### src/rtl/layer_layout_ctrl_if.sv
`default_nettype none
// +----------------------------------------------------------------------------+
// | Module   : layer_layout_ctrl_if                                            |
// | Purpose  : Bundles the layout-request handshake, frame timing inputs and   |
// |            the per-layer window/alpha settings of layer_layout_ctrl.       |
// | Ports    : master = requester / consumer side, slave = controller side.    |
// |            vs, h_active, v_active, cfg_valid/mode/main/sub  -> controller  |
// |            cfg_ready, busy, done, layerN_top/left/width/height/alpha <-    |
// | Revision : 1.0  initial release                                            |
// +----------------------------------------------------------------------------+
interface layer_layout_ctrl_if;
  logic        vs;
  logic [11:0] h_active;
  logic [11:0] v_active;
  logic        cfg_valid;
  logic        cfg_ready;
  logic [1:0]  cfg_mode;
  logic [1:0]  cfg_main;
  logic [1:0]  cfg_sub;
  logic        busy;
  logic        done;
  logic [11:0] layer0_top, layer1_top, layer2_top, layer3_top;
  logic [11:0] layer0_left, layer1_left, layer2_left, layer3_left;
  logic [11:0] layer0_width, layer1_width, layer2_width, layer3_width;
  logic [11:0] layer0_height, layer1_height, layer2_height, layer3_height;
  logic [7:0]  layer0_alpha, layer1_alpha, layer2_alpha, layer3_alpha;

  modport master (
    output vs, h_active, v_active, cfg_valid, cfg_mode, cfg_main, cfg_sub,
    input  cfg_ready, busy, done,
    input  layer0_top, layer1_top, layer2_top, layer3_top,
    input  layer0_left, layer1_left, layer2_left, layer3_left,
    input  layer0_width, layer1_width, layer2_width, layer3_width,
    input  layer0_height, layer1_height, layer2_height, layer3_height,
    input  layer0_alpha, layer1_alpha, layer2_alpha, layer3_alpha
  );

  modport slave (
    input  vs, h_active, v_active, cfg_valid, cfg_mode, cfg_main, cfg_sub,
    output cfg_ready, busy, done,
    output layer0_top, layer1_top, layer2_top, layer3_top,
    output layer0_left, layer1_left, layer2_left, layer3_left,
    output layer0_width, layer1_width, layer2_width, layer3_width,
    output layer0_height, layer1_height, layer2_height, layer3_height,
    output layer0_alpha, layer1_alpha, layer2_alpha, layer3_alpha
  );
endinterface
`default_nettype wire

### src/rtl/layer_layout_ctrl.sv
`default_nettype none
// +----------------------------------------------------------------------------+
// | Module   : layer_layout_ctrl                                               |
// | Purpose  : Sequences layout changes (QUAD / SINGLE / PIP / OFF) for the    |
// |            four-layer blend chain. Each change is a frame-synchronous      |
// |            fade-out, geometry swap, fade-in so geometry never moves        |
// |            mid-frame.                                                      |
// | Ports    : dp_clk  pixel clock                                             |
// |            rst     asynchronous reset, active-high                         |
// |            bus     layer_layout_ctrl_if.slave (request, timing, settings)  |
// | Revision : 1.0  initial release                                            |
// +----------------------------------------------------------------------------+
module layer_layout_ctrl #(
  parameter logic [7:0]  FADE_STEP  = 8'd16,
  parameter int          PIP_SHIFT  = 2,
  parameter logic [11:0] PIP_MARGIN = 12'd16
) (
  input wire                 dp_clk,
  input wire                 rst,
  layer_layout_ctrl_if.slave bus
);

  localparam logic [1:0] c_mode_quad   = 2'd0;
  localparam logic [1:0] c_mode_single = 2'd1;
  localparam logic [1:0] c_mode_pip    = 2'd2;
  localparam logic [1:0] c_mode_off    = 2'd3;

  typedef enum logic [1:0] {
    S_IDLE     = 2'd0,
    S_FADE_OUT = 2'd1,
    S_SWAP     = 2'd2,
    S_FADE_IN  = 2'd3
  } state_t;

  state_t      state_q, state_d;
  logic        vs_dly_q, vs_dly_d;
  logic [7:0]  g_q, g_d;
  logic [1:0]  mode_q, mode_d;
  logic [1:0]  pend_mode_q, pend_mode_d;
  logic [1:0]  pend_main_q, pend_main_d;
  logic [1:0]  pend_sub_q, pend_sub_d;
  logic [3:0]  vis_q, vis_d;
  logic        done_q, done_d;
  logic [11:0] top_q [4], top_d [4];
  logic [11:0] left_q [4], left_d [4];
  logic [11:0] width_q [4], width_d [4];
  logic [11:0] height_q [4], height_d [4];
  logic [7:0]  alpha_q [4], alpha_d [4];

  logic        tick;
  logic        swap;
  logic [8:0]  fade_sum;

  // Layout derived from the pending request and the frame size seen now.
  logic [1:0]  eff_mode;
  logic [11:0] half_w, half_h, pip_w, pip_h, pip_left;
  logic [12:0] pip_left_wide;
  logic [3:0]  lay_vis;
  logic [11:0] lay_top [4], lay_left [4], lay_width [4], lay_height [4];

  assign vs_dly_d = bus.vs;
  assign tick     = bus.vs & ~vs_dly_q;
  assign fade_sum = {1'b0, g_q} + {1'b0, FADE_STEP};

  always_comb begin
    eff_mode = pend_mode_q;
    // Higher index blends on top; an inset at or below the main layer would
    // be fully covered, so show the main layer alone.
    if ((pend_mode_q == c_mode_pip) && (pend_sub_q <= pend_main_q)) begin
      eff_mode = c_mode_single;
    end
    half_w        = bus.h_active >> 1;
    half_h        = bus.v_active >> 1;
    pip_w         = bus.h_active >> PIP_SHIFT;
    pip_h         = bus.v_active >> PIP_SHIFT;
    pip_left_wide = {1'b0, bus.h_active - pip_w} - {1'b0, PIP_MARGIN};
    pip_left      = pip_left_wide[12] ? 12'd0 : pip_left_wide[11:0];
    lay_vis       = 4'd0;
    for (int i = 0; i < 4; i++) begin
      lay_top[i]    = 12'd0;
      lay_left[i]   = 12'd0;
      lay_width[i]  = 12'd0;
      lay_height[i] = 12'd0;
    end
    case (eff_mode)
      c_mode_quad: begin
        lay_vis = 4'hF;
        for (int i = 0; i < 4; i++) begin
          lay_top[i]    = (i >= 2) ? half_h : 12'd0;
          lay_left[i]   = ((i & 1) != 0) ? half_w : 12'd0;
          lay_width[i]  = half_w;
          lay_height[i] = half_h;
        end
      end
      c_mode_single, c_mode_pip: begin
        lay_vis[pend_main_q]    = 1'b1;
        lay_width[pend_main_q]  = bus.h_active;
        lay_height[pend_main_q] = bus.v_active;
        if (eff_mode == c_mode_pip) begin
          lay_vis[pend_sub_q]    = 1'b1;
          lay_top[pend_sub_q]    = PIP_MARGIN;
          lay_left[pend_sub_q]   = pip_left;
          lay_width[pend_sub_q]  = pip_w;
          lay_height[pend_sub_q] = pip_h;
        end
      end
      default: begin
      end
    endcase
  end

  always_comb begin
    state_d     = state_q;
    g_d         = g_q;
    mode_d      = mode_q;
    pend_mode_d = pend_mode_q;
    pend_main_d = pend_main_q;
    pend_sub_d  = pend_sub_q;
    vis_d       = vis_q;
    done_d      = 1'b0;
    swap        = 1'b0;
    case (state_q)
      S_IDLE: begin
        if (bus.cfg_valid) begin
          pend_mode_d = bus.cfg_mode;
          pend_main_d = bus.cfg_main;
          pend_sub_d  = bus.cfg_sub;
          state_d     = S_FADE_OUT;
        end
      end
      S_FADE_OUT: begin
        if (g_q == 8'd0) begin
          state_d = S_SWAP;
        end else if (tick) begin
          g_d = (g_q < FADE_STEP) ? 8'd0 : g_q - FADE_STEP;
          if (g_d == 8'd0) state_d = S_SWAP;
        end
      end
      S_SWAP: begin
        if (tick) begin
          swap    = 1'b1;
          mode_d  = eff_mode;
          vis_d   = lay_vis;
          state_d = S_FADE_IN;
        end
      end
      S_FADE_IN: begin
        // Nothing is visible in OFF, so there is nothing to fade in.
        if (mode_q == c_mode_off) begin
          state_d = S_IDLE;
          done_d  = 1'b1;
        end else if (tick) begin
          g_d = fade_sum[8] ? 8'hFF : fade_sum[7:0];
          if (g_d == 8'hFF) begin
            state_d = S_IDLE;
            done_d  = 1'b1;
          end
        end
      end
      default: state_d = S_IDLE;
    endcase
  end

  always_comb begin
    for (int i = 0; i < 4; i++) begin
      top_d[i]    = swap ? lay_top[i]    : top_q[i];
      left_d[i]   = swap ? lay_left[i]   : left_q[i];
      width_d[i]  = swap ? lay_width[i]  : width_q[i];
      height_d[i] = swap ? lay_height[i] : height_q[i];
      alpha_d[i]  = vis_d[i] ? g_d : 8'd0;
    end
  end

  always_ff @(posedge dp_clk or posedge rst) begin
    if (rst) begin
      state_q     <= S_IDLE;
      vs_dly_q    <= 1'b1;  // vs already high at reset release is not an edge
      g_q         <= 8'd0;
      mode_q      <= c_mode_off;
      pend_mode_q <= c_mode_off;
      pend_main_q <= 2'd0;
      pend_sub_q  <= 2'd0;
      vis_q       <= 4'd0;
      done_q      <= 1'b0;
      for (int i = 0; i < 4; i++) begin
        top_q[i]    <= 12'd0;
        left_q[i]   <= 12'd0;
        width_q[i]  <= 12'd0;
        height_q[i] <= 12'd0;
        alpha_q[i]  <= 8'd0;
      end
    end else begin
      state_q     <= state_d;
      vs_dly_q    <= vs_dly_d;
      g_q         <= g_d;
      mode_q      <= mode_d;
      pend_mode_q <= pend_mode_d;
      pend_main_q <= pend_main_d;
      pend_sub_q  <= pend_sub_d;
      vis_q       <= vis_d;
      done_q      <= done_d;
      for (int i = 0; i < 4; i++) begin
        top_q[i]    <= top_d[i];
        left_q[i]   <= left_d[i];
        width_q[i]  <= width_d[i];
        height_q[i] <= height_d[i];
        alpha_q[i]  <= alpha_d[i];
      end
    end
  end

  assign bus.cfg_ready = (state_q == S_IDLE);
  assign bus.busy      = (state_q != S_IDLE);
  assign bus.done      = done_q;

  assign bus.layer0_top    = top_q[0];
  assign bus.layer1_top    = top_q[1];
  assign bus.layer2_top    = top_q[2];
  assign bus.layer3_top    = top_q[3];
  assign bus.layer0_left   = left_q[0];
  assign bus.layer1_left   = left_q[1];
  assign bus.layer2_left   = left_q[2];
  assign bus.layer3_left   = left_q[3];
  assign bus.layer0_width  = width_q[0];
  assign bus.layer1_width  = width_q[1];
  assign bus.layer2_width  = width_q[2];
  assign bus.layer3_width  = width_q[3];
  assign bus.layer0_height = height_q[0];
  assign bus.layer1_height = height_q[1];
  assign bus.layer2_height = height_q[2];
  assign bus.layer3_height = height_q[3];
  assign bus.layer0_alpha  = alpha_q[0];
  assign bus.layer1_alpha  = alpha_q[1];
  assign bus.layer2_alpha  = alpha_q[2];
  assign bus.layer3_alpha  = alpha_q[3];

endmodule
`default_nettype wire

### src/flat_wrapper.sv
// flat-port wrapper written by rule: the top's interface ports become plain ports
module layer_layout_ctrl_flat 
#(
  parameter logic [7:0]  FADE_STEP  = 8'd16,
  parameter int          PIP_SHIFT  = 2,
  parameter logic [11:0] PIP_MARGIN = 12'd16
)
  (dp_clk, rst, bus_vs, bus_h_active, bus_v_active, bus_cfg_valid, bus_cfg_mode, bus_cfg_main, bus_cfg_sub, bus_cfg_ready, bus_busy, bus_done, bus_layer0_top, bus_layer1_top, bus_layer2_top, bus_layer3_top, bus_layer0_left, bus_layer1_left, bus_layer2_left, bus_layer3_left, bus_layer0_width, bus_layer1_width, bus_layer2_width, bus_layer3_width, bus_layer0_height, bus_layer1_height, bus_layer2_height, bus_layer3_height, bus_layer0_alpha, bus_layer1_alpha, bus_layer2_alpha, bus_layer3_alpha);
  layer_layout_ctrl_if bus_i ();
  input wire dp_clk;
  input wire rst;
  input wire logic [$bits(bus_i.vs)-1:0] bus_vs;
  input wire logic [$bits(bus_i.h_active)-1:0] bus_h_active;
  input wire logic [$bits(bus_i.v_active)-1:0] bus_v_active;
  input wire logic [$bits(bus_i.cfg_valid)-1:0] bus_cfg_valid;
  input wire logic [$bits(bus_i.cfg_mode)-1:0] bus_cfg_mode;
  input wire logic [$bits(bus_i.cfg_main)-1:0] bus_cfg_main;
  input wire logic [$bits(bus_i.cfg_sub)-1:0] bus_cfg_sub;
  output wire logic [$bits(bus_i.cfg_ready)-1:0] bus_cfg_ready;
  output wire logic [$bits(bus_i.busy)-1:0] bus_busy;
  output wire logic [$bits(bus_i.done)-1:0] bus_done;
  output wire logic [$bits(bus_i.layer0_top)-1:0] bus_layer0_top;
  output wire logic [$bits(bus_i.layer1_top)-1:0] bus_layer1_top;
  output wire logic [$bits(bus_i.layer2_top)-1:0] bus_layer2_top;
  output wire logic [$bits(bus_i.layer3_top)-1:0] bus_layer3_top;
  output wire logic [$bits(bus_i.layer0_left)-1:0] bus_layer0_left;
  output wire logic [$bits(bus_i.layer1_left)-1:0] bus_layer1_left;
  output wire logic [$bits(bus_i.layer2_left)-1:0] bus_layer2_left;
  output wire logic [$bits(bus_i.layer3_left)-1:0] bus_layer3_left;
  output wire logic [$bits(bus_i.layer0_width)-1:0] bus_layer0_width;
  output wire logic [$bits(bus_i.layer1_width)-1:0] bus_layer1_width;
  output wire logic [$bits(bus_i.layer2_width)-1:0] bus_layer2_width;
  output wire logic [$bits(bus_i.layer3_width)-1:0] bus_layer3_width;
  output wire logic [$bits(bus_i.layer0_height)-1:0] bus_layer0_height;
  output wire logic [$bits(bus_i.layer1_height)-1:0] bus_layer1_height;
  output wire logic [$bits(bus_i.layer2_height)-1:0] bus_layer2_height;
  output wire logic [$bits(bus_i.layer3_height)-1:0] bus_layer3_height;
  output wire logic [$bits(bus_i.layer0_alpha)-1:0] bus_layer0_alpha;
  output wire logic [$bits(bus_i.layer1_alpha)-1:0] bus_layer1_alpha;
  output wire logic [$bits(bus_i.layer2_alpha)-1:0] bus_layer2_alpha;
  output wire logic [$bits(bus_i.layer3_alpha)-1:0] bus_layer3_alpha;
  assign bus_i.vs = bus_vs;
  assign bus_i.h_active = bus_h_active;
  assign bus_i.v_active = bus_v_active;
  assign bus_i.cfg_valid = bus_cfg_valid;
  assign bus_i.cfg_mode = bus_cfg_mode;
  assign bus_i.cfg_main = bus_cfg_main;
  assign bus_i.cfg_sub = bus_cfg_sub;
  assign bus_cfg_ready = bus_i.cfg_ready;
  assign bus_busy = bus_i.busy;
  assign bus_done = bus_i.done;
  assign bus_layer0_top = bus_i.layer0_top;
  assign bus_layer1_top = bus_i.layer1_top;
  assign bus_layer2_top = bus_i.layer2_top;
  assign bus_layer3_top = bus_i.layer3_top;
  assign bus_layer0_left = bus_i.layer0_left;
  assign bus_layer1_left = bus_i.layer1_left;
  assign bus_layer2_left = bus_i.layer2_left;
  assign bus_layer3_left = bus_i.layer3_left;
  assign bus_layer0_width = bus_i.layer0_width;
  assign bus_layer1_width = bus_i.layer1_width;
  assign bus_layer2_width = bus_i.layer2_width;
  assign bus_layer3_width = bus_i.layer3_width;
  assign bus_layer0_height = bus_i.layer0_height;
  assign bus_layer1_height = bus_i.layer1_height;
  assign bus_layer2_height = bus_i.layer2_height;
  assign bus_layer3_height = bus_i.layer3_height;
  assign bus_layer0_alpha = bus_i.layer0_alpha;
  assign bus_layer1_alpha = bus_i.layer1_alpha;
  assign bus_layer2_alpha = bus_i.layer2_alpha;
  assign bus_layer3_alpha = bus_i.layer3_alpha;
  layer_layout_ctrl #(.FADE_STEP(FADE_STEP), .PIP_SHIFT(PIP_SHIFT), .PIP_MARGIN(PIP_MARGIN)) u_core (.dp_clk(dp_clk), .rst(rst), .bus(bus_i));
endmodule
### config.mk
export PLATFORM = sky130hd
export DESIGN_NAME = layer_layout_ctrl_flat
export DESIGN_NICKNAME = d
export VERILOG_FILES = /design/src/rtl/layer_layout_ctrl_if.sv /design/src/rtl/layer_layout_ctrl.sv /design/src/flat_wrapper.sv
export SDC_FILE = /design/constraint.sdc
export NUM_CORES = 1
export LEC_CHECK = 0
export BUFFER_PORTS_ARGS = -buffer_cell sky130_fd_sc_hd__buf_2
export CORE_MARGIN = 10
export CORE_UTILIZATION = 25
export CTS_CLUSTER_SIZE = 16
export DETAILED_ROUTE_END_ITERATION = 10
export PLACE_DENSITY = 0.42
export SYNTH_ARGS = -nofsm -noshare
export SYNTH_HDL_FRONTEND = slang
export SYNTH_SLANG_ARGS = --single-unit
### constraint.sdc
create_clock -name dp_clk -period 10 [get_ports dp_clk]
set_input_delay 0 -clock dp_clk [delete_from_list [all_inputs] [get_ports dp_clk]]
set_output_delay 0 -clock dp_clk [all_outputs]
set_load 0.05 [all_outputs]
== After elaboration in Yosys (flattened, before gate mapping) ==
Cells that the tools add are included.
W data, S select, Z words.

* Bits in registers: 248
* Output and inout bits: 227
* Input port bits: 34
* Logic and storage cells: 129

* Muxes and demuxes: 50
* Add/subtract/negate cells: 4
* Magnitude comparators: 10
* Equal/unequal tests: 14
* Bitwise operators: 8
* Reductions and logical operators: 14

{| class="wikitable"
|+ Operator list
! operator !! number
|-
| $pmux W48 S2 || 4
|-
| $and A48 B48 Y48 || 3
|-
| $mux W48 || 3
|-
| $bwmux W48 || 2
|-
| $mux W8 || 10
|-
| $demux W12 S2 || 2
|-
| $mux W41 || 1
|-
| $mux W12 || 3
|-
| $mux W2 || 9
|-
| $logic_not A8 Y1 || 2
|-
| $pmux W8 S2 || 1
|-
| $sub A12 B5 Y13 const B || 1
|-
| $mux W4 || 3
|-
| $ne A3 B1 Y1 const B || 4
|-
| $sub A12 B10 Y12 || 1
|-
| $eq A2 B2 Y1 const B || 5
|-
| $add A8 B5 Y9 const B || 1
|-
| $eq A8 B8 Y1 const B || 1
|-
| $lt A8 B5 Y1 const B || 1
|-
| $mux W1 || 8
|-
| $pmux W2 S4 || 1
|-
| $pmux W4 S2 || 1
|-
| $sub A8 B5 Y8 const B || 1
|-
| $ge A3 B3 Y1 const B || 2
|-
| 18 further kinds || 30
|}

== Longest topological paths before layout ==
Gate-level depths: netlist of run 1.

* Depth after elaboration: 10
* Gate-level depth with buffers: 17
* Gate-level depth less buffers: 15

== Worst setup path after synthesis of run 1 ==
Ideal clock, no wire load.

* Path type: register -> register
* Start: register u_core.pend_main_q[1]
* End: register u_core.alpha_q (netlist bit u_core.bus.layer1_alpha[7])
* Required time: 9.846 ns
* Period minus slack after synthesis: 2.829 ns
* Library setup time: 0.154 ns
* Stages on the path, launching flop included: 12
* Data arrival time: 2.674 ns
* Slack: 7.171 ns
* Buffers on the path: 2
* Cell sequence: dfrtp_1 -> inv_1 -> ha_1 -> a21oi_1 -> a21oi_1 -> o21a_1 -> ha_1 -> clkbuf_1 -> nor2_1 -> clkbuf_1 -> a221oi_1 -> nor2_1

{| class="wikitable"
|+ RTL lines
! item !! RTL line !! text
|-
| start: declaration || layer_layout_ctrl.sv:40 || <nowiki>logic [1:0] pend_main_q, pend_main_d;</nowiki>
|-
| start signal: assignment || layer_layout_ctrl.sv:198 || <nowiki>pend_main_q <= pend_main_d;</nowiki>
|-
| end signal: indexed assignment || layer_layout_ctrl.sv:207 || <nowiki>alpha_q[i] <= alpha_d[i];</nowiki>
|-
| end: declaration || layer_layout_ctrl.sv:48 || <nowiki>logic [7:0] alpha_q [4], alpha_d [4];</nowiki>
|}

==> results of run 1 <==
[Yosys cell counts (3+ instances only)]
master / number / area share
mux2_2: 9 / 0.0093
a211oi_1: 7 / 0.0048
buf_6: 4 / 0.0041
nand3b_1: 3 / 0.0021
mux2i_1: 4 / 0.0037
a221o_1: 4 / 0.0037
buf_4: 35 / 0.024
a21oi_1: 133 / 0.061
or3_1: 3 / 0.0017
o21ai_0: 125 / 0.057
nor4_1: 8 / 0.0046
dfrtp_1: 209 / 0.48
nand3_1: 15 / 0.0069
dfstp_2: 5 / 0.012
nand4_1: 3 / 0.0017
and2_1: 5 / 0.0029
a21o_1: 3 / 0.0021
buf_2: 4 / 0.0018
buf_1: 3 / 0.0010
nand2b_1: 4 / 0.0023
inv_1: 44 / 0.015
o211ai_1: 6 / 0.0041
nor2b_1: 8 / 0.0046
a22o_1: 70 / 0.056
nor3_1: 15 / 0.0069
a221oi_1: 7 / 0.0056
o31ai_2: 3 / 0.0034
clkbuf_1: 85 / 0.029
a32o_1: 9 / 0.0083
and3_1: 68 / 0.039
nor2_1: 64 / 0.022
a31oi_1: 3 / 0.0017
nand2_1: 100 / 0.034
ha_1: 20 / 0.023
xnor2_1: 7 / 0.0056
o21a_1: 4 / 0.0028
o31ai_1: 27 / 0.019
[layout make-up]
type,instances,share of cell area
antenna,2,0.000367
clock buffer,35,0.0547
clock inverter,12,0.0162
inverter,44,0.0127
multi-input combinational,793,0.354
sequential,214,0.393
tap,585,0.0537
timing repair buffer,278,0.115
[cells by family after synthesis]
| group | after synthesis | share of synthesized area |
|---|---|---|
| AOI/OAI and AO/OA | 421 | 0.251 |
| xor gates and xnor gates | 8 | 0.00643 |
| adders and majority gates | 22 | 0.0257 |
| buffers and inverters | 175 | 0.0755 |
| DFF | 214 | 0.492 |
| muxes | 13 | 0.0130 |
| other | 1 | 0.000344 |
| and+or+nand+nor | 305 | 0.136 |
[final timing paths]
path	startpoint	endpoint	slack, ns	cells past startpoint
setup / recovery	u_core.pend_main_q[1]	u_core.bus.layer2_alpha[7]	5.62	10
hold / removal	bus_v_active[5]	u_core.bus.layer3_top[4]	0.04	3
setup reg to reg	u_core.pend_main_q[1]	u_core.bus.layer2_alpha[7]	5.62	10
hold reg to reg	u_core.bus.layer2_left[2]	u_core.bus.layer2_left[2]	0.48	2
max in group asynchronous	rst	u_core.bus.layer1_width[11]	8.49	4
min in group asynchronous	rst	u_core.bus.layer0_height[3]	0.12	3
[cell usage in the layout (no fill, tap or decap), drive strengths merged, types with 20 or more instances in the layout]
cell type,Yosys,final
dfrtp,209,209
dlygate4sd3,0,29
a22o,70,70
o31ai,30,30
nor2,64,64
a21oi,133,133
inv,44,44
nand2,100,100
buf,46,249
clkbuf,85,35
conb,1,24
ha,20,20
and3,68,68
o21ai,125,125
[worst reg2reg max path, stage by stage (launching register included)]
cell      delay [ns]
dfrtp_1         0.68
inv_1           0.18
ha_1            0.33
a21oi_1         0.16
a21oi_1         0.08
o21a_1          0.19
ha_2            1.07
nor2_1          0.12
buf_4           0.26
a221oi_1        1.04
nor2_1          0.11
[layer usage]
layer	part of all wire	up-vias
li1	-	4512
met1	0.44	4827
met2	0.49	310
met3	0.059	46
met4	0.017	0
met5	0	-
[metrics by stage]
step / hold slack, ns / utilization / setup WS, ns
after floorplan: 0.00448 / - / 4.16
after global placement: 0.127 / 0.287 / 5.69
after detailed placement: 0.130 / 0.287 / 5.63
after CTS: 0.00320 / 0.316 / 5.59
after global routing: 0.0329 / 0.317 / 5.09
final: 0.0359 / 0.317 / 5.62
[power groups by stage]
stage | Combinational, W | Clock (W) | Sequential [W]
floorplan | 0.00109 | 0 | 0.00216
global placement | 0.00261 | 0 | 0.00138
detailed placement | 0.00261 | 0 | 0.00138
CTS | 0.00263 | 0.00111 | 0.00137
global route | 0.00279 | 0.00114 | 0.00140
finish | 0.00260 | 0.00108 | 0.00137
==> results.txt, run 1 <==
----------------------------------------------------
[CTS]
  H-tree level count ... 1
  TritonCTS clock tree ... built
  Longest Clk Path Bufs ... 3
  Later-pin clock latency in the skew report ... about 0.55 ns
  Clock root buffer ... clkbuf_16
  Setup repair bufs after CTS ... 0
  Total of cells resized after clock tree synthesis ... 0
  Sinks on the clock net ... 214
  Quantity of hold-fixing buffers added after cts ... 29
  TritonCTS Buffers ... 26
  Clk slew on worst S/H paths ... 0.06 ns

[Timing]
  Final critical path time including I/O delays and setup ... 4.38 ns
  Setup repair after global routing missed its margin ... no
  Final Hold Viols ... 0
  FMAX ... 228 MHz
  Setup total negative slack ... 0 ns
  Fin crit share ... 0.438
  Setup-failing EPs final ... 0
  Fin Clk Skew ... 0.0153 ns
  Slew @ Worst Pin ... 1.23 ns
  Worst rel slew slack ... 0.182
  Fin. max-slew vios ... 0

[Placed design]
  Placed Instance Area ... 0.0124 sq mm
  Cell count after placement ... 1885
  Half-perimeter wire length after placement ... between 30000 and 40000 um
  Number of port buffers ... 236
  Last weighted congestion value of the routability-driven placer ... 0.801

[Critical path]
  Largest delay share family, worst path ... compound AO/OA/AOI/OAI gates
  Worst-path cell chain ... inv_1 > ha_1 > a21oi_1 > a21oi_1 > o21a_1 > ha_2 > nor2_1 > buf_4 > a221oi_1 > nor2_1
  Signal arrival time at the worst endpoint ... around 4.8 ns
  Library cell contributing the largest single delay on the critical path ... ha_2
  Critical Path Fanout Max ... 74
  Setup crit end kind ... register
  Required arrival time at the worst endpoint ... 10.38 ns
  Worst path max stage delay ... 1.07 ns
  Number of buffers and inverters on the critical path ... 2
  Sort of element at the start of the critical path ... register
  Class of the most critical setup path ... reg -> reg

[Global route]
  Aggregate global routing overflow ... 0
  Initial antenna violation count ... 2
  Met3 capacity usage during global routing ... 0.0315
  Global-route met1 utilization ... 0.211
  Busiest grt layer ... met2
  Number of global-route vias before repair ... approximately 10000
  Maximum number of pins on one net before global-route repair ... 100
  Wire length of the first global-routing pass ... 66500 um
  Met2 demand-to-capacity share in global routing ... 0.272
  Total routing usage reported by global routing ... 0.162

[Synthesis]
  Synth Register Bits ... about 210
  Share of synthesized area occupied by flip-flops and latches ... 0.492
  Async set-reset flop share out of synthesis ... 1.00
  Number of enable-type register cells in the synthesized netlist ... 0
  Post-synth top flop ... dfrtp_1
  Syn_area_per_cell ... 9.40 sq um
  Cell area after synthesis ... 0.0109 sq mm
  Cell count after synthesis ... 1159
  Netlist cell types ... 63
  Yosys synthesis warning count ... 0

[Route]
  Remaining number of nets flagged by the antenna check after routing ... 0
  First-pass DRT Iterations ... 9
  Iteration-0 DRC count of the detailed router ... 574
  Wire length reported by the detailed router ... between 40000 and 50000 um
  Number of vias after detailed routing ... 9695
  Number of DRC violations after detailed routing ... 0
  Wire per inst ... 22.7 um
  Via density ... 4.94

[Floorplanning]
  Number of rows in the core area ... 76
  Die boundary width ... ~230 um
  Placeable core region ... approximately 0.043 sq mm
  Top Ports ... 261
  Die span in y ... 229 um
  Starting utilization of the core area ... 0.253
  Area of the die ... 0.0523 sq mm

[Pwr]
  Reported net switching power ... 0.00259 W
  Static Leak ... roughly 6.8 nW
  Clock power share ... 0.214
  Worst-case vdd ir drop ... 178 uV
  Internal ... 0.00246 W
  Cell Pwr Density ... around 370 mW/mm^2
  Total chip power ... 0.00504 W
  Share of total power in combinational logic ... 0.515
  Fraction of power spent switching nets ... 0.513
  Flop pwr share ... 0.271

[Job]
  Number of maximum-capacitance violations ... 0

[Status]
  Status ... finished, final reports clean

[Finish]
  Net count reported at finish ... 1412
  Area added between synthesis and finish ... 25.1%
  Fillers ... approximately 4600
  Final instance area ... approximately 0.014 sq mm
  Final non-filler cell total ... 1963
  Sequential cell area in the final layout ... 0.00536 sq mm
  Fraction of layout cells with a size suffix above 1 ... 0.238
  Area of the multi-input gates ... 0.00483 sq mm

[Worst hold path]
  Hold Crit Class ... in -> reg

----------------------------------------------------
(Power assumes the default switching activity.)
==> inputs of run 2 (changes only) <==
ABC_AREA = 1   (was default)
PLACE_DENSITY = 0.44   (was 0.42)
clock period = 3.65 ns   (was 10 ns; I/O delays follow)
==> run 2 against run 1 <==
  * Register-to-register slack got worse by 5.3 ns
  * Synthesized cell count increased by 7.2%
  * Sequential power increased to 2.7 times the previous value
  * Global-route usage decreased by 0.30 points
  * First-iteration DRC count increased by 38%
  * Sequential cell count unchanged
  * Die area decreased by 2.1%
  * Total power increased to 2.7 times the previous value
  * Final cell count increased by 4.7%
  * Worst setup slack got worse by 5.3 ns
  * Largest power group unchanged
==> results.txt, run 2 <==
----------------------------------------------------
[Synthesis]
  Share of synthesized area occupied by flip-flops and latches ... 0.503
  Main combinational cell family by area after synthesis ... simple AND/OR/NAND/NOR gates
  Yosys synthesis warning count ... 0
  Cell taking the most area after synthesis ... dfrtp_1
  Xor and xnor area share after synthesis ... 0.00329
  Cell count after synthesis ... 1243
  Most frequent cells after synthesis ... nand2_1, dfrtp_1, o21ai_0
  Library cell with the highest instance count after synthesis ... nand2_1
  Post-synth top flop ... dfrtp_1
  Cell area after synthesis ... 0.0107 sq mm
  Compound-cell area share of the yosys netlist ... 0.173
  Simple-Gate Fraction of Synth Area ... 0.202
  Post-Synth Adder-Cell Area ... 0.0254
  Synth Register Bits ... about 210
  Dominant cells by area after synthesis ... dfrtp_1, nand2_1, o21ai_0
  Portion of synthesized cell area occupied by the leading cell type ... 0.491
  Syn_area_per_cell ... 8.57 sq um
  Number of enable-type register cells in the synthesized netlist ... 0
  Multiplexer area fraction after synthesis ... 0.00211
  Async set-reset flop share out of synthesis ... 1.00
  Netlist cell types ... 56

[Timing]
  Worst hold margin ... 0.0195 ns
  Final critical path time including I/O delays and setup ... 3.31 ns
  Setup repair after global routing missed its margin ... no
  Setup total negative slack ... 0 ns
  Least setup slack across all paths after layout ... 0.338 ns
  Fin Clk Skew ... 0.0290 ns
  Final Hold Viols ... 0
  Fin. max-slew vios ... 0
  Fin crit share ... 0.907
  FMAX ... slightly above 300 MHz
  Setup-failing EPs final ... 0
  Slew @ Worst Pin ... 0.991 ns
  Worst rel slew slack ... 0.340

[Critical path]
  Setup crit end kind ... register
  Required arrival time at the worst endpoint ... 4.06 ns
  Worst reg2reg path depth ... 12
  Reg-to-Reg End ... u_core.bus.layer2_width[2]
  Class of the most critical setup path ... reg -> reg
  Sort of element at the start of the critical path ... register
  Setup slack, reg-to-reg ... approximately 0.34 ns
  Reg2Reg Launch Point ... u_core.pend_main_q[1]
  Signal arrival time at the worst endpoint ... 3.72 ns
  Critical Path Fanout Max ... 10

[Floorplanning]
  Die boundary width ... roughly 230 um
  Area of the die ... 0.0513 sq mm
  Top Ports ... ~260
  Starting utilization of the core area ... 0.253
  Placeable core region ... around 0.042 sq mm
  Number of rows in the core area ... 75
  Die span in y ... 226 um

[CTS]
  TritonCTS Buffers ... 26
  Sinks on the clock net ... 214
  Clk slew on worst S/H paths ... ~0.060 ns
  H-tree level count ... 1
  Longest Clk Path Bufs ... 3
  Clock root buffer ... clkbuf_16
  TritonCTS clock tree ... built
  Later-pin clock latency in the skew report ... 0.56 ns

[Route]
  Wire length reported by the detailed router ... 42200 um
  Number of vias after detailed routing ... between 9000 and 10000
  First-pass DRT Iterations ... 5
  Via density ... 4.76
  Wire per inst ... 20.5 um
  Remaining number of nets flagged by the antenna check after routing ... 0
  Number of DRC violations after detailed routing ... 0
  Iteration-0 DRC count of the detailed router ... 793

[Worst hold path]
  Hold path startpoint ... bus_v_active[1]
  Cell depth of the worst min-delay path ... 5
  Worst Hold End ... u_core.bus.layer3_top[0]
  Hold Crit Class ... in -> reg

[Global route]
  Busiest grt layer ... met2
  Met3 capacity usage during global routing ... 0.0434
  Total routing usage reported by global routing ... 0.159
  Global-route met1 utilization ... 0.217
  Maximum number of pins on one net before global-route repair ... 163
  Initial antenna violation count ... 1
  Met2 demand-to-capacity share in global routing ... 0.245
  Aggregate global routing overflow ... 0
  Number of global-route vias before repair ... 9854
  Wire length of the first global-routing pass ... 63100 um

[Placed design]
  Half-perimeter wire length after placement ... 31200 um
  Last weighted congestion value of the routability-driven placer ... 0.809
  Number of port buffers ... between 200 and 250
  Post-place setup slack ... 0.459 ns
  Cell count after placement ... around 2000

[Pwr]
  Reported net switching power ... 0.00736 W
  Worst-case vdd ir drop ... ~550 uV
  Fraction of power spent switching nets ... 0.535
  Cell Pwr Density ... 1020 mW/mm^2
  Static Leak ... between 7 and 8 nW
  Clock power share ... 0.192
  Share of total power in combinational logic ... 0.536
  Internal ... 0.00640 W
  Flop pwr share ... 0.272

[Status]
  Status ... finished, final reports clean

[Finish]
  Fraction of layout cells with a size suffix above 1 ... 0.236
  Most common cell after layout, fill and taps aside ... nand2_1
  Most used cells in the layout excluding fill and tap cells ... nand2_1, buf_2, dfrtp_1, o21ai_0, nor2_1
  Net count reported at finish ... around 1600
  Area added between synthesis and finish ... 26.5%
  Final non-filler cell total ... 2055
  Fillers ... 4545
  Fin util ... 0.321

[Job]
  Number of maximum-capacitance violations ... 0

----------------------------------------------------
-- run 2: area by class of cell --
cell class / instances / area, sq um / area share
timing repair inverter: 1 / 5.00 / 0.000371
clock buffer: 37 / 763 / 0.0566
tap: 539 / 674 / 0.0500
multi-input combinational: 845 / 4430 / 0.329
sequential: 214 / 5360 / 0.398
antenna: 1 / 2.50 / 0.000186
inverter: 121 / 467 / 0.0346
clock inverter: 9 / 101 / 0.00752
timing repair buffer: 288 / 1680 / 0.124
-- run 2: power by group through the flow --
stage / Combinational, W / Clock (W) / Sequential (W)
floorplan: 0.00287 / 0 / 0.00614
global placement: 0.00734 / 0 / 0.00378
detailed placement: 0.00735 / 0 / 0.00379
CTS: 0.00741 / 0.00272 / 0.00376
global route: 0.00792 / 0.00281 / 0.00385
finish: 0.00738 / 0.00264 / 0.00374
-- run 2: cells by family after synthesis --
kind of cell,Yosys count
other cells,1
simple gates,500
fa+ha+maj,21
buf+inv,207
flops,214
xor+xnor,4
compound gates,294
mux,2
-- run 2: repair_timing --
action | 4_1_cts | 5_1_grt
hold buffers | 32 | 0
hold endpoints to repair | 268 | 0
gates resized for setup | 0 | 3
endpoints found under the setup margin | 0 | 1
buffers inserted | 0 | 1
-- run 2: per-stage QoR --
step | instance area (sq um) | total power, W
after floorplan | 10700 | 0.00902
after global placement | 12300 | 0.0111
after detailed placement | 12300 | 0.0111
after CTS | 13500 | 0.0139
after global routing | 13500 | 0.0146
final | 13500 | 0.0138
-- run 2: per-layer routing --
metal	up-vias	part of all wire
met4	2	0.023
met5	-	0.00017
li1	4639	-
met1	4752	0.45
met2	333	0.45
met3	49	0.076
-- run 2: worst max path at each step --
stage | from | to | slack, ns | cells past startpoint
2_1_floorplan | rst | u_core.bus.done | 0.87 | 1
3_3_place_gp | u_core.pend_main_q[1] | u_core.bus.layer1_alpha[6] | 0.59 | 16
3_5_place_dp | u_core.pend_main_q[1] | u_core.bus.layer2_height[4] | 0.46 | 12
4_1_cts | u_core.pend_main_q[1] | u_core.bus.layer2_height[0] | 0.07 | 13
5_1_grt | u_core.pend_main_q[1] | u_core.bus.layer2_height[0] | 0.1 | 13
6_report | u_core.pend_main_q[1] | u_core.bus.layer2_width[2] | 0.34 | 12
-- run 2: worst max-delay path: stages (launching register included) --
cell and delay (ns):
dfrtp_1 0.42, inv_1 0.10, ha_1 0.30, inv_1 0.04
nor2_1 0.07, o21ai_0 0.09, a21boi_0 0.27, ha_1 0.27
nand3_1 0.26, nand2_2 0.27, clkinvlp_2 0.53, a221oi_1 0.43
o21ai_0 0.12
